[src/rtl/codec_cfg_seq.sv]
// rtl/codec_cfg_seq.sv - WM8731 power-up register sequencer over the 2-wire control bus (optional macro: CODEC_CFG_RETRY_EN)
module codec_cfg_seq #(
    parameter int          CLK_DIV  = 125,
    parameter logic [6:0]  DEV_ADDR = 7'h1A
) (
    input  logic       sys_clk,
    input  logic       sys_rst,
    input  logic       start,
    output logic       busy,
    output logic       done,
    output logic       ack_error,
    output logic [2:0] cur_index,
    output logic       scl_oe,
    output logic       sda_oe,
    input  logic       sda_in
);

    localparam int DIV_W = (CLK_DIV > 2) ? $clog2(CLK_DIV) : 1;
    localparam logic [DIV_W-1:0] DIV_LAST = DIV_W'(CLK_DIV - 1);
    localparam logic [DIV_W-1:0] DIV_ONE  = 1;

    typedef enum logic [2:0] {
        S_IDLE, S_START, S_BIT, S_ACK, S_STOP, S_GAP, S_FIN, S_ERR
    } state_t;

    state_t           r_state, w_state_nx;
    logic [DIV_W-1:0] r_div, w_div_nx;
    logic [1:0]       r_phase, w_phase_nx;
    logic [2:0]       r_bit_cnt, w_bit_nx;
    logic [1:0]       r_byte_cnt, w_byte_nx;
    logic [7:0]       r_shift, w_shift_nx;
    logic [1:0]       r_gap_cnt, w_gap_nx;
    logic [2:0]       r_index, w_index_nx;
    logic             r_nack, w_nack_nx;
    logic             r_ack_smp, w_ack_smp_nx;
    logic             r_busy, r_done, r_ack_error, r_scl_oe, r_sda_oe;
    logic             w_tick, w_period_end;
`ifdef CODEC_CFG_RETRY_EN
    logic [1:0]       r_retry, w_retry_nx;
`endif

    // {register address[6:0], data[8:0]} for each table entry
    function automatic logic [15:0] table_entry(input logic [2:0] idx);
        logic [15:0] ent;
        case (idx)
            3'd0:    ent = {7'd15, 9'h000};
            3'd1:    ent = {7'd6,  9'h000};
            3'd2:    ent = {7'd4,  9'h012};
            3'd3:    ent = {7'd5,  9'h000};
            3'd4:    ent = {7'd7,  9'h00A};
            3'd5:    ent = {7'd8,  9'h000};
            3'd6:    ent = {7'd2,  9'h079};
            default: ent = {7'd9,  9'h001};
        endcase
        return ent;
    endfunction

    function automatic logic [7:0] frame_byte(input logic [2:0] idx, input logic [1:0] sel);
        logic [15:0] ent;
        logic [7:0]  b;
        ent = table_entry(idx);
        case (sel)
            2'd0:    b = {DEV_ADDR, 1'b0};
            2'd1:    b = ent[15:8];
            default: b = ent[7:0];
        endcase
        return b;
    endfunction

    // {scl_oe, sda_oe} for a given state, quarter-bit phase and data bit
    function automatic logic [1:0] line_drive(input state_t st, input logic [1:0] ph, input logic bit_v);
        logic [1:0] d;
        case (st)
            S_START: d = {ph[1], (ph != 2'd0)};
            S_BIT:   d = {~ph[1], ~bit_v};
            S_ACK:   d = {~ph[1], 1'b0};
            S_STOP:  d = {~ph[1], (ph != 2'd3)};
            default: d = 2'b00;
        endcase
        return d;
    endfunction

    assign w_tick       = r_busy && (r_div == DIV_LAST);
    assign w_period_end = w_tick && (r_phase == 2'd3);

    // Next-state logic: divider, phase, bit/byte counters and frame sequencing
    always_comb begin
        w_state_nx   = r_state;
        w_div_nx     = r_busy ? (w_tick ? '0 : r_div + DIV_ONE) : '0;
        w_phase_nx   = w_tick ? r_phase + 2'd1 : r_phase;
        w_bit_nx     = r_bit_cnt;
        w_byte_nx    = r_byte_cnt;
        w_shift_nx   = r_shift;
        w_gap_nx     = r_gap_cnt;
        w_index_nx   = r_index;
        w_nack_nx    = r_nack;
        w_ack_smp_nx = r_ack_smp;
`ifdef CODEC_CFG_RETRY_EN
        w_retry_nx   = r_retry;
`endif
        case (r_state)
            S_IDLE, S_FIN, S_ERR: begin
                if (start) begin
                    w_state_nx = S_START;
                    w_phase_nx = 2'd0;
                    w_index_nx = 3'd0;
                    w_nack_nx  = 1'b0;
`ifdef CODEC_CFG_RETRY_EN
                    w_retry_nx = 2'd0;
`endif
                end
            end
            S_START: begin
                if (w_period_end) begin
                    w_state_nx = S_BIT;
                    w_byte_nx  = 2'd0;
                    w_bit_nx   = 3'd0;
                    w_shift_nx = frame_byte(r_index, 2'd0);
                end
            end
            S_BIT: begin
                if (w_period_end) begin
                    if (r_bit_cnt == 3'd7) begin
                        w_state_nx = S_ACK;
                    end else begin
                        w_bit_nx   = r_bit_cnt + 3'd1;
                        w_shift_nx = {r_shift[6:0], 1'b0};
                    end
                end
            end
            S_ACK: begin
                // sample while SCL is high, on the last cycle of phase 2
                if (w_tick && (r_phase == 2'd2)) begin
                    w_ack_smp_nx = sda_in;
                end
                if (w_period_end) begin
                    if (r_ack_smp) begin
                        w_state_nx = S_STOP;
                        w_nack_nx  = 1'b1;
                    end else if (r_byte_cnt == 2'd2) begin
                        w_state_nx = S_STOP;
                    end else begin
                        w_state_nx = S_BIT;
                        w_byte_nx  = r_byte_cnt + 2'd1;
                        w_bit_nx   = 3'd0;
                        w_shift_nx = frame_byte(r_index, r_byte_cnt + 2'd1);
                    end
                end
            end
            S_STOP: begin
                if (w_period_end) begin
                    w_gap_nx = 2'd0;
                    if (!r_nack) begin
                        w_state_nx = S_GAP;
                    end else begin
`ifdef CODEC_CFG_RETRY_EN
                        if (r_retry != 2'd3) begin
                            w_state_nx = S_GAP;
                            w_retry_nx = r_retry + 2'd1;
                        end else begin
                            w_state_nx = S_ERR;
                        end
`else
                        w_state_nx = S_ERR;
`endif
                    end
                end
            end
            S_GAP: begin
                if (w_period_end) begin
                    if (r_gap_cnt != 2'd3) begin
                        w_gap_nx = r_gap_cnt + 2'd1;
                    end else if (r_nack) begin
                        // resend the same entry after a NACK
                        w_state_nx = S_START;
                        w_nack_nx  = 1'b0;
                    end else if (r_index == 3'd7) begin
                        w_state_nx = S_FIN;
                    end else begin
                        w_state_nx = S_START;
                        w_index_nx = r_index + 3'd1;
`ifdef CODEC_CFG_RETRY_EN
                        w_retry_nx = 2'd0;
`endif
                    end
                end
            end
            default: w_state_nx = S_IDLE;
        endcase
    end

    // State register; status and pad enables are registered from the next state so the pads never glitch
    always_ff @(posedge sys_clk) begin
        if (sys_rst) begin
            r_state     <= S_IDLE;
            r_div       <= '0;
            r_phase     <= 2'd0;
            r_bit_cnt   <= 3'd0;
            r_byte_cnt  <= 2'd0;
            r_shift     <= 8'd0;
            r_gap_cnt   <= 2'd0;
            r_index     <= 3'd0;
            r_nack      <= 1'b0;
            r_ack_smp   <= 1'b0;
            r_busy      <= 1'b0;
            r_done      <= 1'b0;
            r_ack_error <= 1'b0;
            r_scl_oe    <= 1'b0;
            r_sda_oe    <= 1'b0;
`ifdef CODEC_CFG_RETRY_EN
            r_retry     <= 2'd0;
`endif
        end else begin
            r_state     <= w_state_nx;
            r_div       <= w_div_nx;
            r_phase     <= w_phase_nx;
            r_bit_cnt   <= w_bit_nx;
            r_byte_cnt  <= w_byte_nx;
            r_shift     <= w_shift_nx;
            r_gap_cnt   <= w_gap_nx;
            r_index     <= w_index_nx;
            r_nack      <= w_nack_nx;
            r_ack_smp   <= w_ack_smp_nx;
            r_busy      <= (w_state_nx != S_IDLE) && (w_state_nx != S_FIN) && (w_state_nx != S_ERR);
            r_done      <= (w_state_nx == S_FIN);
            r_ack_error <= (w_state_nx == S_ERR);
            {r_scl_oe, r_sda_oe} <= line_drive(w_state_nx, w_phase_nx, w_shift_nx[7]);
`ifdef CODEC_CFG_RETRY_EN
            r_retry     <= w_retry_nx;
`endif
        end
    end

    assign busy      = r_busy;
    assign done      = r_done;
    assign ack_error = r_ack_error;
    assign cur_index = r_index;
    assign scl_oe    = r_scl_oe;
    assign sda_oe    = r_sda_oe;

endmodule

[config.mk]
export PLATFORM = sky130hd
export DESIGN_NAME = codec_cfg_seq
export DESIGN_NICKNAME = d
export VERILOG_FILES = /design/src/rtl/codec_cfg_seq.sv
export SDC_FILE = /design/constraint.sdc
export NUM_CORES = 1
export LEC_CHECK = 0
export CAP_MARGIN = 0
export CORE_ASPECT_RATIO = 1.4
export CORE_MARGIN = 8
export CORE_UTILIZATION = 29
export DETAILED_ROUTE_END_ITERATION = 10
export DONT_BUFFER_PORTS = 1
export RECOVER_POWER = 50
export REMOVE_ABC_BUFFERS = 1
export SLEW_MARGIN = 5
export SYNTH_ARGS = -nofsm -noshare
export SYNTH_HDL_FRONTEND = slang
export SYNTH_SLANG_ARGS = --single-unit
[constraint.sdc]
create_clock -name sys_clk -period 2.58 [get_ports sys_clk]
set_clock_uncertainty 0.15 [all_clocks]
set_input_delay 0.516 -clock sys_clk [delete_from_list [all_inputs] [get_ports sys_clk]]
set_output_delay 0.516 -clock sys_clk [all_outputs]
set_load 0.02 [all_outputs]
Word-level counts from Yosys, hierarchy flattened
Cells that the tools add are included.

word-level totals
  flip-flop bits (word level) = 37
  input bits = 4
  word-level logic and storage cells = 146

operators by class
  add/sub/neg operators = 6
  eq/ne operators = 44
  muxes and demuxes = 54
  bitwise logic cells = 3
  reductions and logical operators = 23

operators by type and width
  kind                 number
  $pmux 13 s7          1
  $mux 3               23
  $mux 8               6
  $eq 3x3->1 const B   12
  $ne 2x2->1 const B   16
  $pmux 8 s3           1
  $mux 2               10
  $eq 3x2->1 const B   6
  $pmux 3 s6           1
  $pmux 8 s2           1
  $reduce_and 6->1     2
  $eq 3x1->1 const B   3
  $pmux 3 s3           1
  $reduce_bool 3->1    3
  $pmux 2 s2           2
  $pmux 2 s4           1
  $reduce_bool 2->1    4
  $add 7x1->7 const B  1
  $eq 7x7->1 const B   1
  $reduce_and 7->1     1
  $add 2x1->2 const B  3
  $add 3x1->3 const B  2
  $eq 2x2->1 const B   3
  $logic_not 3->1      2
  other kinds (12)     24

Logic depth before layout (Yosys ltp)
Gate-level depths: netlist of run 1.

  depth after elaboration = 9
  depth in mapped cells = 9

Worst setup path after synthesis of run 1
No wires, ideal clock.

  kind = flip-flop to flip-flop
  start = register r_index[0] (netlist: cur_index[0])
  end = register r_scl_oe (netlist: scl_oe)
  arrival time = 2.173 ns
  setup slack = 0.137 ns
  stages on the path, launching flop included = 9
  buffers on the path = 0
  clock period less this slack = 2.443 ns
  path through = dfxtp_1 > ha_1 > ha_1 > nand2b_1 > o311a_1 > or3_4 > nor2b_4 > and3_1 > o31a_1

between the ends
  cells in the longest elaborated chain, start to end = 8
  elaborated cells on any way between the ends = 11
  classes of those cells = eq/ne (5); mux (6)

ends and longest elaborated chain
  what                                      RTL line  RTL
  start, declared                           33        logic [2:0] r_index, w_index_nx;
  start signal, assigned                    221       r_index <= w_index_nx;
  $eq 3x3->1 *                              177       end else if (r_index == 3'd7) begin
  $mux 3 *                                  177
  $mux 3 *                                  173       end else if (r_nack) begin
  $mux 3 *                                  171       if (r_gap_cnt != 2'd3) begin
  $mux 3 *                                  170       if (w_period_end) begin
  $pmux 3 s6 *                              101       case (r_state)
  $eq 3x3->1, or another cell as far along  73        case (st)
  $pmux 2 s4 *                              73
  end signal, assigned                      227       {r_scl_oe, r_sda_oe} <= line_drive(w_state_nx, w_phase_nx, w_shift_nx[7]);
  end, declared                             36        logic r_busy, r_done, r_ack_error, r_scl_oe, r_sda_oe;

Every way passes the cells marked *; elsewhere a longest branch is shown, timed or not.
A chain may end at the register's enable or synchronous reset.

Worst setup path after layout of run 1
  start = register r_div[0]
  end = register r_sda_oe (netlist: sda_oe)

between the ends
  cells in the longest elaborated chain, start to end = 7
  elaborated cells on any way between the ends = 24
  classes of those cells = eq/ne (6); mux (14); bitwise (1); reduce/logical (3)

ends and longest elaborated chain
  what                                         RTL line  RTL
  start, declared                              27        logic [DIV_W-1:0] r_div, w_div_nx;
  start signal, assigned                       215       r_div <= w_div_nx;
  $eq 7x7->1 *                                 83        assign w_tick = r_busy && (r_div == DIV_LAST);
  $logic_and 1x1->1 *                          83
  $logic_and 1x1->1 or $mux 2 (tied branches)  84, 90
  $mux 3, or another cell as far along         170
  $pmux 3 s6, or another cell as far along     101
  $eq 3x3->1, or another cell as far along     73
  $pmux 2 s4 *                                 73
  end signal, assigned                         227
  end, declared                                36

Every way passes the cells marked *; elsewhere a longest branch is shown, timed or not. The select of a mux whose other input is x is not followed.

==> results of run 1 <==
==> cell families (layout without fill, tap and decap cells) <==
| family | after synthesis | in the layout | share of synthesized area (%) |
|---|---|---|---|
| xor gates and xnor gates | 6 | 6 | 2.32 |
| adders and majority gates | 15 | 15 | 8.27 |
| and+or+nand+nor | 120 | 120 | 29.8 |
| buffers and inverters | 24 | 35 | 4.63 |
| AOI/OAI and AO/OA | 56 | 56 | 19.2 |
| muxes | 7 | 7 | 3.14 |
| DFF | 37 | 37 | 32.6 |
==> path summary, 6_finish.rpt <==
path / to / startpoint / slack (ns)
setup / recovery: sda_oe / r_div[0] / 0.22
hold / removal: cur_index[1] / sys_rst / 0.13
setup reg to reg: sda_oe / r_div[0] / 0.22
hold reg to reg: r_shift[3] / r_shift[3] / 0.30
==> sequential cells by signal (all words and copies together), names as in the netlist <==
register    cells
ack_error       1
busy            1
cur_index       3
done            1
r_ack_smp       1
r_bit_cnt       3
r_byte_cnt      2
r_div           7
r_gap_cnt       2
r_nack          1
r_phase         2
r_shift         8
r_state         3
scl_oe          1
sda_oe          1
==> layer usage <==
layer,wire length (µm),GRT usage [%],part of all wire [%],up-vias
met1,2040,9.79,40,904
met3,193,2.11,3.8,10
met5,0,0,0,-
li1,-,-,-,973
met2,2740,18.7,54,30
met4,104,4.93,2.0,0
==> layout make-up <==
| class | count | area (µm²) | share of cell area, % |
|---|---|---|---|
| clock inverter | 3 | 17.5 | 0.693 |
| multi-input combinational | 204 | 1420 | 56.4 |
| clock buffer | 5 | 68.8 | 2.72 |
| sequential | 37 | 741 | 29.3 |
| tap | 100 | 125 | 4.95 |
| inverter | 13 | 48.8 | 1.93 |
| timing repair buffer | 14 | 101 | 4.01 |
==> stage by stage <==
step / instance area [µm²] / std cells / hold WS, ns
floorplan: 2210 / 254 / 0.275
global placement: 2440 / 368 / 0.288
detailed placement: 2440 / 368 / 0.291
CTS: 2530 / 376 / 0.129
global route: 2530 / 376 / 0.120
finish: 2530 / 376 / 0.135
==> report_power, final <==
part           switching [mW]  internal, mW  leakage [nW]
clock network           0.213         0.186        0.0439
logic                  0.0258        0.0160         0.570
registers             0.00569         0.574         0.299
total                   0.245         0.777         0.913
==> cell usage in the layout, fill, tap and decap left out, types with 6 or more instances in the layout <==
cell     count
inv_1       13
nand2_1     24
mux2i_1      6
ha_1        15
nand3_1      7
a21oi_1     16
nor3_1       9
buf_4       13
dfxtp_1     37
nor2_1      35
nand4_1      6
==> Yosys cell counts (all sizes together) (2+ instances only) <==
library cell / instances
o211ai: 3
and2: 5
a21oi: 16
or3: 3
a2111oi: 3
xor2: 3
and3: 4
o311a: 2
o31ai: 2
o21ai: 6
nor2b: 5
nor4: 5
nor3b: 2
a22oi: 4
a31oi: 2
a221oi: 3
a21o: 3
buf: 5
nand2b: 4
nor3: 10
ha: 15
nand4: 6
nor2: 35
mux2i: 6
dfxtp: 37
nand3: 8
clkbuf: 6
a211o: 2
inv: 13
or2: 2
xnor2: 3
nand2: 24
nand3b: 2
==> critical path: stages, from the launching register on <==
cell      delay [ns]
dfxtp_1         0.34
inv_1           0.06
ha_1            0.15
and3_1          0.35
nand3_4         0.17
or3_4           0.41
a221oi_2        0.33
mux2i_1         0.13
o31ai_2         0.17
==> results.tsv, run 1 <==
metric	value	unit
status	finished clean	
# DRC	0	
initial antenna violation count	0	
total negative setup slack	0	ns
GP Congestion	0.784	
final hold viol count	0	
ANT cells	0	
Avg Inst Size Synth	8.56	µm²
fin nets	294	
Hold Crit Class	input port to register	
layout cells sized above 1	13.8	%
top cells by area, synth	dfxtp_1 (33%), ha_1 (8.3%), nor2_1 (5.8%)	
Worst-Margin Slew	0.377	ns
starting DRC count in detailed routing	73	
Via Count	1917	
Routed WL per cell	13.5	µm
CTS Buf Count	5	
fmax	423	MHz
mapped cell area	2270	µm²
Design Power	1.02	mW
drt pass-1 iters	4	
DPL Wire Length	3.91	mm
Layout fillers	790	
Pleak	0.913	nW
EDFF count, synth	0	
area share of the largest cell type after synthesis	32.6	%
dpl ws	0.238	ns
Critical Path RT	2.64	ns
setup bufs post-CTS	0	
crit-path max FO	7	
DRT antenna net count	0	
max cap viols	0	
main flop type after synthesis	dfxtp_1	
full die area	11000	µm²
Area Growth Syn to Fin	11.3	%
Synth warnings	0	
worst skew pair latency	0.29	ns
Synth area leader	dfxtp_1	
clk sink count	37	
Buffers on Ports	0	
Worst Setup Start Kind	register	
GRT Util Overall	9.83	%
Max Slew Vio Count	0	
DR vias/cell	5.10	
hold buffer count at CTS	0	
number of global-route vias before repair	1928	
Die Y-Extent	121	µm
Final Critical Period	2.36	ns
Pwr Density	404	nW/µm²
Hold Path Depth	1	
Yosys reg bits	37	
core area	7650	µm²
period utilization	91.6	%
Setup CP Type	register to register	
final worst setup slack	0.216	ns
pin count of the biggest net entering global routing	27	
die width	90.8	µm
clock tree root buffer cell	clkbuf_8	
number of I/O pins	12	
ys async rst share	0	%
library cells used by synthesis	62	
Final Setup Violations	0	
RSZ-0062 raised after global routing	no	
row count	38	
Worst IR Drop VDD	296	µV
post-CTS resize count	0	
CP arrival	2.42	ns
Rel. slew slack	74.2	%
cells on worst reg2reg path	8	
first-pass GRT wire length	8.93	mm
Max Buffers Root-to-Sink	2	
post-synthesis sequential area ratio	32.6	%
final WL	5.08	mm
CTS H-tree depth	2	
TritonCTS clock tree	yes	
Synth Instances	265	
clock-pin slew on the worst setup and hold paths	0.08	ns
final core occ	33.0	%
Initial Util	29.7	%
Overflow after GRT	0	
CP endpoint kind	register	
Power figures use the tool's default switching activity.
==> run 2: changes to the inputs <==
- GPL_ROUTABILITY_DRIVEN: unset -> 0
- clock period: 2.58 -> 2.13 ns (I/O delays scaled with it)
==> run 2 against run 1 <==
  * The flow now finishes with violations (negative setup slack)
  * Worst hold slack got worse by 0.10 ns
  * Via count grew 12%
  * Non-clock buffer count grew 51
  * Register-to-register slack got worse by 0.38 ns
  * First-iteration DRC count up 2.7%
  * Sequential power increased by 21%
  * Wire length up 19%
  * Clock-buffer cell count is 1 higher
  * Combinational power is 78% higher
  * Sequential share of layout area is 5.3 points lower
  * Highest routed layer unchanged
==> results.tsv, run 2 (synthesis results as in run 1) <==
metric	value	unit	change
Critical Path RT	2.17	ns	-0.47 ns
Layout fillers	734		-7.1%
clock tree root buffer cell	clkbuf_8		
TritonCTS clock tree	yes		
first-pass GRT wire length	9.66	mm	+8.2%
final WL	6.06	mm	+19%
Pleak	1.19	nW	+31%
period utilization	108	%	+16 points
row count	38		unchanged
Overflow after GRT	0		unchanged
Final Setup Violations	5		+5
DPL Wire Length	4.38	mm	+12%
placed cell area	2770	µm²	+14%
total negative setup slack	-0.378	ns	-0.378 ns
Worst IR Drop VDD	426	µV	+44%
placed cell count	412		+12%
Fin Hold WS	0.0350	ns	-0.0995 ns
dpl ws	-0.158	ns	-0.396 ns
Rel. slew slack	71.0	%	-3.2 points
die width	90.8	µm	unchanged
Die Y-Extent	121	µm	unchanged
number of global-route vias before repair	2137		+11%
Buffers on Ports	0		unchanged
final hold viol count	0		unchanged
DR vias/cell	5.04		-1.1%
number of flip-flops in the largest register	8		unchanged
crit-path max FO	3		-4
pin count of the biggest net entering global routing	27		unchanged
Pwr Density	455	nW/µm²	+12%
DRT antenna net count	0		unchanged
initial antenna violation count	0		unchanged
area of the multi-input gates	1580	µm²	+11%
CTS H-tree depth	2		unchanged
starting DRC count in detailed routing	75		+2.7%
max cap viols	0		unchanged
Design Power	1.42	mW	+39%
storage element area	751	µm²	+1.4%
CP endpoint kind	register		
CP arrival	2.33	ns	-0.09 ns
Via Count	2152		+12%
Worst Setup Start Kind	register		
core area	7650	µm²	unchanged
GRT Util Overall	10.6	%	+0.72 points
clk sink count	37		unchanged
full die area	11000	µm²	unchanged
design area	3120	µm²	+24%
Max Slew Vio Count	0		unchanged
Area Growth Syn to Fin	37.5	%	
number of I/O pins	12		unchanged
Routed WL per cell	14.2	µm	+5.1%
CTS Buf Count	5		unchanged
failing checks	negative setup slack		
layout cells sized above 1	37.6	%	+24 points
status	complete, but fails checks		
largest reg by FF count	r_shift		
Hold Crit Class	input port to register		
# DRC	0		unchanged
fin nets	345		+17%
ANT cells	0		unchanged
commonest non-fill, non-tap cell in the layout	buf_4		
worst skew pair latency	0.29	ns	about the same
Max Buffers Root-to-Sink	2		unchanged
Non-Filler Instances	427		+14%
RSZ-0062 raised after global routing	yes		
clock-pin slew on the worst setup and hold paths	0.08	ns	about the same
final worst setup slack	-0.162	ns	-0.378 ns
drt pass-1 iters	4		unchanged
final core occ	40.8	%	+7.8 points
Final Critical Period	2.29	ns	-0.0720 ns
Initial Util	29.7	%	unchanged
commonest non-fill, non-tap cells in the layout	buf_4 (61), nor2_1 (34), dfxtp_1 (29)		
fmax	436	MHz	+3.1%
largest registers	r_shift (8), r_div (7)		
Worst-Margin Slew	0.434	ns	+0.0571 ns
Setup CP Type	register to register		
-- run 2: cell types whose count changed in the layout (fill, tap and decap cells not counted), moves of 3 or more --
cell,previous run,this run
buf_4,13,61
buf_6,0,3
dfxtp_1,37,29
dfxtp_2,0,8
ha_1,15,9
ha_4,0,4
-- run 2: final cells by class --
type                            instances  share of cell area, %
Tap cell                              100                   4.01
Clock buffer                            6                   2.65
Multi-Input combinational cell        204                   50.7
Sequential cell                        37                   24.0
Inverter                               13                   1.56
Clock inverter                          2                   1.20
Timing Repair Buffer                   65                   15.9
-- run 2: worst paths after layout --
check                     from  slack, ns    endpoint  cells after the start
setup reg to reg  cur_index[0]      -0.16      scl_oe                      8
hold / removal         sys_rst       0.03  r_state[1]                      1
setup / recovery  cur_index[0]      -0.16      scl_oe                      8
hold reg to reg     r_shift[0]       0.30  r_shift[0]                      2
-- run 2: where the power goes --
group | switching, mW | total (mW) | internal, mW
Clock | 0.263 | 0.644 | 0.381
Combinational | 0.0406 | 0.0746 | 0.0340
Sequential | 0.00512 | 0.701 | 0.696
Total | 0.309 | 1.42 | 1.11
-- run 2: timing repair --
action / 4_1_cts / 5_1_grt
pin swaps: 9 / 10
hold buffers: 0 / 0
resized for setup: 18 / 29
setup buffers: 3 / 5
setup endpoints to repair: 7 / 13
-- run 2: layer usage --
layer | GRT usage (%) | share of wire, % | vias to the layer above | routed length (µm)
met5 | 0 | 0 | - | 0
met2 | 20.7 | 57 | 32 | 3430
li1 | - | - | 1076 | -
met3 | 1.92 | 3.1 | 16 | 185
met4 | 5.24 | 3.2 | 0 | 192
met1 | 10.2 | 37 | 1028 | 2250
-- run 2: critical path: stages, from the launching register on --
cell	delay [ns]
dfxtp_2	0.36
ha_4	0.16
ha_4	0.17
nand2b_4	0.06
o311a_1	0.38
or3_4	0.39
nor2b_4	0.13
and3_4	0.13
o31a_1	0.26
